$ cat src/rtl/row_sequencer.sv
// Player-row sequencer: bounces the active block across the current row on each tick,
// reports the placement on drop and climbs the tower one row at a time until the top row is placed.
module row_sequencer #(
  parameter int NUM_ROWS  = 7,
  parameter int ROW_W     = 5,
  parameter int X_W       = 8,
  parameter int Y_W       = 7,
  parameter int Y_BASE    = 104,
  parameter int ROW_PITCH = 16,
  parameter int X_MIN     = 0,
  parameter int X_MAX     = 144,
  parameter int X_STEP    = 1
) (
  input  logic             clk,
  input  logic             resetn,
  input  logic             start,
  input  logic             tick,
  input  logic             drop,
  output logic [X_W-1:0]   x_pos,
  output logic [Y_W-1:0]   y_pos,
  output logic             direction,
  output logic [ROW_W-1:0] row,
  output logic             active,
  output logic             place_valid,
  output logic [X_W-1:0]   place_x,
  output logic [ROW_W-1:0] place_row,
  output logic             done
);

  localparam logic [1:0] S_IDLE = 2'd0;
  localparam logic [1:0] S_MOVE = 2'd1;
  localparam logic [1:0] S_ADV  = 2'd2;
  localparam logic [1:0] S_DONE = 2'd3;

  localparam logic [X_W:0]     X_MIN_E  = (X_W+1)'(X_MIN);
  localparam logic [X_W:0]     X_MAX_E  = (X_W+1)'(X_MAX);
  localparam logic [X_W:0]     X_STEP_E = (X_W+1)'(X_STEP);
  localparam logic [ROW_W-1:0] ROW_TOP  = ROW_W'(NUM_ROWS - 1);

  logic [1:0]       state_q, state_d;
  logic [X_W-1:0]   x_q, x_d, place_x_q, place_x_d;
  logic [Y_W-1:0]   y_q, y_d;
  logic             dir_q, dir_d, active_q, active_d, done_q, done_d;
  logic             place_valid_q, place_valid_d;
  logic [ROW_W-1:0] row_q, row_d, place_row_q, place_row_d;

  // Edge checks are one bit wider than x so neither step can wrap.
  logic [X_W:0] x_up;
  logic         hit_right, hit_left;
  assign x_up      = {1'b0, x_q} + X_STEP_E;
  assign hit_right = x_up > X_MAX_E;
  assign hit_left  = {1'b0, x_q} < (X_MIN_E + X_STEP_E);

  always_comb begin
    state_d       = state_q;
    x_d           = x_q;
    y_d           = y_q;
    dir_d         = dir_q;
    row_d         = row_q;
    place_valid_d = 1'b0;
    place_x_d     = place_x_q;
    place_row_d   = place_row_q;
    case (state_q)
      S_IDLE: if (start) state_d = S_MOVE;
      S_MOVE: begin
        if (drop) begin
          place_valid_d = 1'b1;
          place_x_d     = x_q;
          place_row_d   = row_q;
          state_d       = S_ADV;
        end else if (tick) begin
          if (dir_q) begin
            if (hit_right) begin
              x_d   = X_MAX_E[X_W-1:0];
              dir_d = 1'b0;
            end else begin
              x_d = x_up[X_W-1:0];
            end
          end else if (hit_left) begin
            x_d   = X_MIN_E[X_W-1:0];
            dir_d = 1'b1;
          end else begin
            x_d = x_q - X_STEP_E[X_W-1:0];
          end
        end
      end
      S_ADV: begin
        if (row_q == ROW_TOP) begin
          state_d = S_DONE;
        end else begin
          row_d   = row_q + 1'b1;
          y_d     = y_q - Y_W'(ROW_PITCH);
          // New row is odd exactly when the current row is even.
          dir_d   = row_q[0];
          x_d     = row_q[0] ? X_MIN_E[X_W-1:0] : X_MAX_E[X_W-1:0];
          state_d = S_MOVE;
        end
      end
      default: begin
        if (start) begin
          row_d   = '0;
          x_d     = X_MIN_E[X_W-1:0];
          y_d     = Y_W'(Y_BASE);
          dir_d   = 1'b1;
          state_d = S_MOVE;
        end
      end
    endcase
    active_d = (state_d == S_MOVE);
    done_d   = (state_d == S_DONE);
  end

  always_ff @(posedge clk) begin
    if (!resetn) begin
      state_q       <= S_IDLE;
      x_q           <= X_MIN_E[X_W-1:0];
      y_q           <= Y_W'(Y_BASE);
      dir_q         <= 1'b1;
      row_q         <= '0;
      active_q      <= 1'b0;
      done_q        <= 1'b0;
      place_valid_q <= 1'b0;
      place_x_q     <= '0;
      place_row_q   <= '0;
    end else begin
      state_q       <= state_d;
      x_q           <= x_d;
      y_q           <= y_d;
      dir_q         <= dir_d;
      row_q         <= row_d;
      active_q      <= active_d;
      done_q        <= done_d;
      place_valid_q <= place_valid_d;
      place_x_q     <= place_x_d;
      place_row_q   <= place_row_d;
    end
  end

  assign x_pos       = x_q;
  assign y_pos       = y_q;
  assign direction   = dir_q;
  assign row         = row_q;
  assign active      = active_q;
  assign done        = done_q;
  assign place_valid = place_valid_q;
  assign place_x     = place_x_q;
  assign place_row   = place_row_q;

endmodule
$ cat config.mk
export PLATFORM = sky130hd
export DESIGN_NAME = row_sequencer
export DESIGN_NICKNAME = d
export VERILOG_FILES = /design/src/rtl/row_sequencer.sv
export SDC_FILE = /design/constraint.sdc
export NUM_CORES = 1
export LEC_CHECK = 0
export CORE_AREA = 2 2 112 70
export CTS_CLUSTER_SIZE = 16
export DETAILED_ROUTE_END_ITERATION = 6
export DIE_AREA = 0 0 114 72
export SETUP_SLACK_MARGIN = 0.05
export SLEW_MARGIN = 5
export SYNTH_ARGS = -nofsm -noshare
export SYNTH_HDL_FRONTEND = slang
export SYNTH_SLANG_ARGS = --single-unit
$ cat constraint.sdc
create_clock -name clk -period 2.7 [get_ports clk]
set_clock_uncertainty 0.2 [all_clocks]
set_input_delay 0.54 -clock clk [delete_from_list [all_inputs] [get_ports clk]]
set_output_delay 0.54 -clock clk [all_outputs]
set_load 0.05 [all_outputs]
==> metrics.md <==
| Metric | Value |
|---|---|
| Top cells by area, synth | dfxtp_1, nand2_1, a21oi_1 |
| Setup TNS | 0 ns |
| Antenna Cells | 0 |
| Reg power frac | 34.0% |
| DR WL/cell | 14.0 um |
| Unrepaired setup endpoints after global routing | false |
| Net switching power | 626 uW |
| Cell Area, Synth | 0.00210 mm2 |
| Synth Flop Type | dfxtp_1 |
| Crit path max fanout | 15 |
| Mapped Cells | 263 |
| Row count | 24 |
| Postcts setup bufs | 0 |
| Post-cts resize count | 0 |
| Gpl congestion | 0.858 |
| Pwr Density | 637 mW/mm2 |
| P_leak | 1.02 nW |
| CP peak stage delay | 0.90 ns |
| Fill cells | 742 |
| Post-synth top cells | nand2_1, dfxtp_1, a21oi_1 |
| Outcome | complete, no violations |
| DR DRC count | 0 |
| Critical Path, Cell by Cell | clkdlybuf4s50_1 |
| Vias in the first global route | 1798 |
| Pin count of the biggest net entering global routing | 17 |
| Reg area | 721 um2 |
| Root Driver | clkbuf_16 |
| Reg clk slew, reported paths | 0.06 ns |
| Critical Path End Type | output port |
| Clock Sinks | 36 |
| Antenna-violating nets left | 0 |
| Core ar. | 0.00715 mm2 |
| Fraction of layout cells with a size suffix above 1 | 12.1% |
| Worst slack, placed | 0.0319 ns |
| Fin crit share | 95.0% |
| HP Class | flop to flop |
| Synthesis Warnings | 0 |
| Count leader, synth | nand2_1 |
| CP max-delay cell | clkdlybuf4s50_1 |
| Syn Area/Cell | 8.00 um2 |
| Sequential area share after synthesis | 34.3% |
| Total Routed Length | 5.56 mm |
| Switching Share | 35.9% |
| Max-capacitance violation count | 0 |
| Maximum clock rate | 0.390 GHz |
| Total chip power | 1.74 mW |
| DR vias | 1948 |
| DRT iter0 DRCs | 204 |
| Worst Tran Pin Value | 0.528 ns |
| Initial Utilization | 29.4% |
| Die Ht | 72 um |
| Cell variety after synth | 59 |
| Final setup viols | 0 |
| CTS Hold Bufs | 0 |
| CP Class | flop to output port |
| Die X | 114 um |
| Req. time, crit path | 1.96 ns |
| Async set-reset flop share out of synthesis | 0% |
| Final max-slew violation count | 0 |
| Multi-input logic area | 0.00120 mm2 |
| Worst skew pair latency | 0.28 ns |
| 1st-pass router iterations | 5 |
| Grt ovf | 0 |
| Final WS setup | 0.134 ns |
| Longest Clk Path Bufs | 2 |
| Clock power frac | 32.6% |
| Min Tclk post-route | 2.57 ns |
| Antenna violations before repair | 0 |
| Port Buf Inserts | 38 |
| CP Buf/Inv Count | 1 |
| Post-synthesis register bit count | 36 |
| Post-synth EDFFs | 0 |
| Critical Path AT | 1.83 ns |
| CTS tree | done |
| # IOs | 42 |
| Final HPWL DP | 4.24 mm |
| Fin nets | 320 |
| Area Overhead vs Synth | 29.9% |
| Post-synth top area cell | dfxtp_1 |
| Total GRT Usage | 14.1% |
| Die area | 0.00821 mm2 |
| Hold Fails Final Rpt | 0 |
| CP delay by family, top | buffers and inverters |
| Total CTS buffers | 5 |
| Startpoint types | flop |
| Max transition margin | 64.3% |
| Htree depth | 2 |
| Top cell type's share of synthesized area | 34.3% |
| First-pass GRT wire length | 9.08 mm |
| Logic gate share of total power | 33.4% |
| Layout Utilization | 38.2% |
| Vias per cell | 4.89 |
| Peak VDD IR | 0.420 mV |
| Internal Dissipation | 1.12 mW |
## through the flow
stage	instances	area [um2]	hold slack, ns
floorplan	265	2110	0.393
global placement	390	2590	0.230
finish	398	2730	0.251
detailed placement	390	2590	0.229
CTS	398	2730	0.250
global route	398	2730	0.292
## worst paths after layout
| check | from | end | slack (ns) | depth (start not counted) |
|---|---|---|---|---|
| worst max-delay path | x_pos[3] | x_pos[3] | 0.13 | 1 |
| worst min register to register | y_pos[3] | y_pos[3] | 0.25 | 1 |
| worst max register to register | x_pos[0] | x_pos[5] | 0.23 | 8 |
| worst min-delay path | y_pos[3] | y_pos[3] | 0.25 | 1 |
## layer usage
metal  share of wire (%)  track usage [%]
met3                 8.5             4.18
met5                   0                0
met2                  38             18.6
met1                  53             21.5
met4                 1.1             4.88
## state kept, by name, summed over array words and instances (netlist names)
signal	count
done	1
active	1
row	5
place_row	5
y_pos	4
state_q	2
place_valid	1
place_x	8
x_pos	8
direction	1
## logic make-up after synthesis
logic type               count (synthesis)  synth area share (%)
other                                    1                 0.178
XOR/XNOR                                10                  4.52
flip-flops                              36                  34.3
adder cells (fa/ha/maj)                  9                  5.35
AND/OR/NAND/NOR                        110                  27.2
buffers and inverters                   35                  9.16
AO/OA/AOI/OAI                           62                  19.3
## cell usage in the layout (no fill, tap or decap), drive strengths merged, types with 4 or more instances in the layout
cell,instances
buf,16
a21oi,25
ha,9
nand4,5
clkbuf,5
clkdlybuf4s50,38
inv,15
or3,4
xor2,5
nor2,17
nand2,42
o21ai,12
nand3,10
xnor2,5
nor3,5
nor2b,4
dfxtp,36
## power by group through the flow
stage	clock network, mW	registers (mW)	logic [mW]
floorplan	0	0.679	0.318
global placement	0	0.602	0.573
detailed placement	0	0.604	0.573
CTS	0.580	0.592	0.576
global route	0.606	0.595	0.631
finish	0.568	0.592	0.581
## cell type report
class	instances	area share, %
flip-flops and latches	36	26.4
inverters	15	2.06
clock buffers	5	4.58
well taps	91	4.17
clock inverters	3	0.687
multi-input cells	194	43.8
repair buffers	54	18.3
No activity file was read; power rests on OpenSTA's default activity.
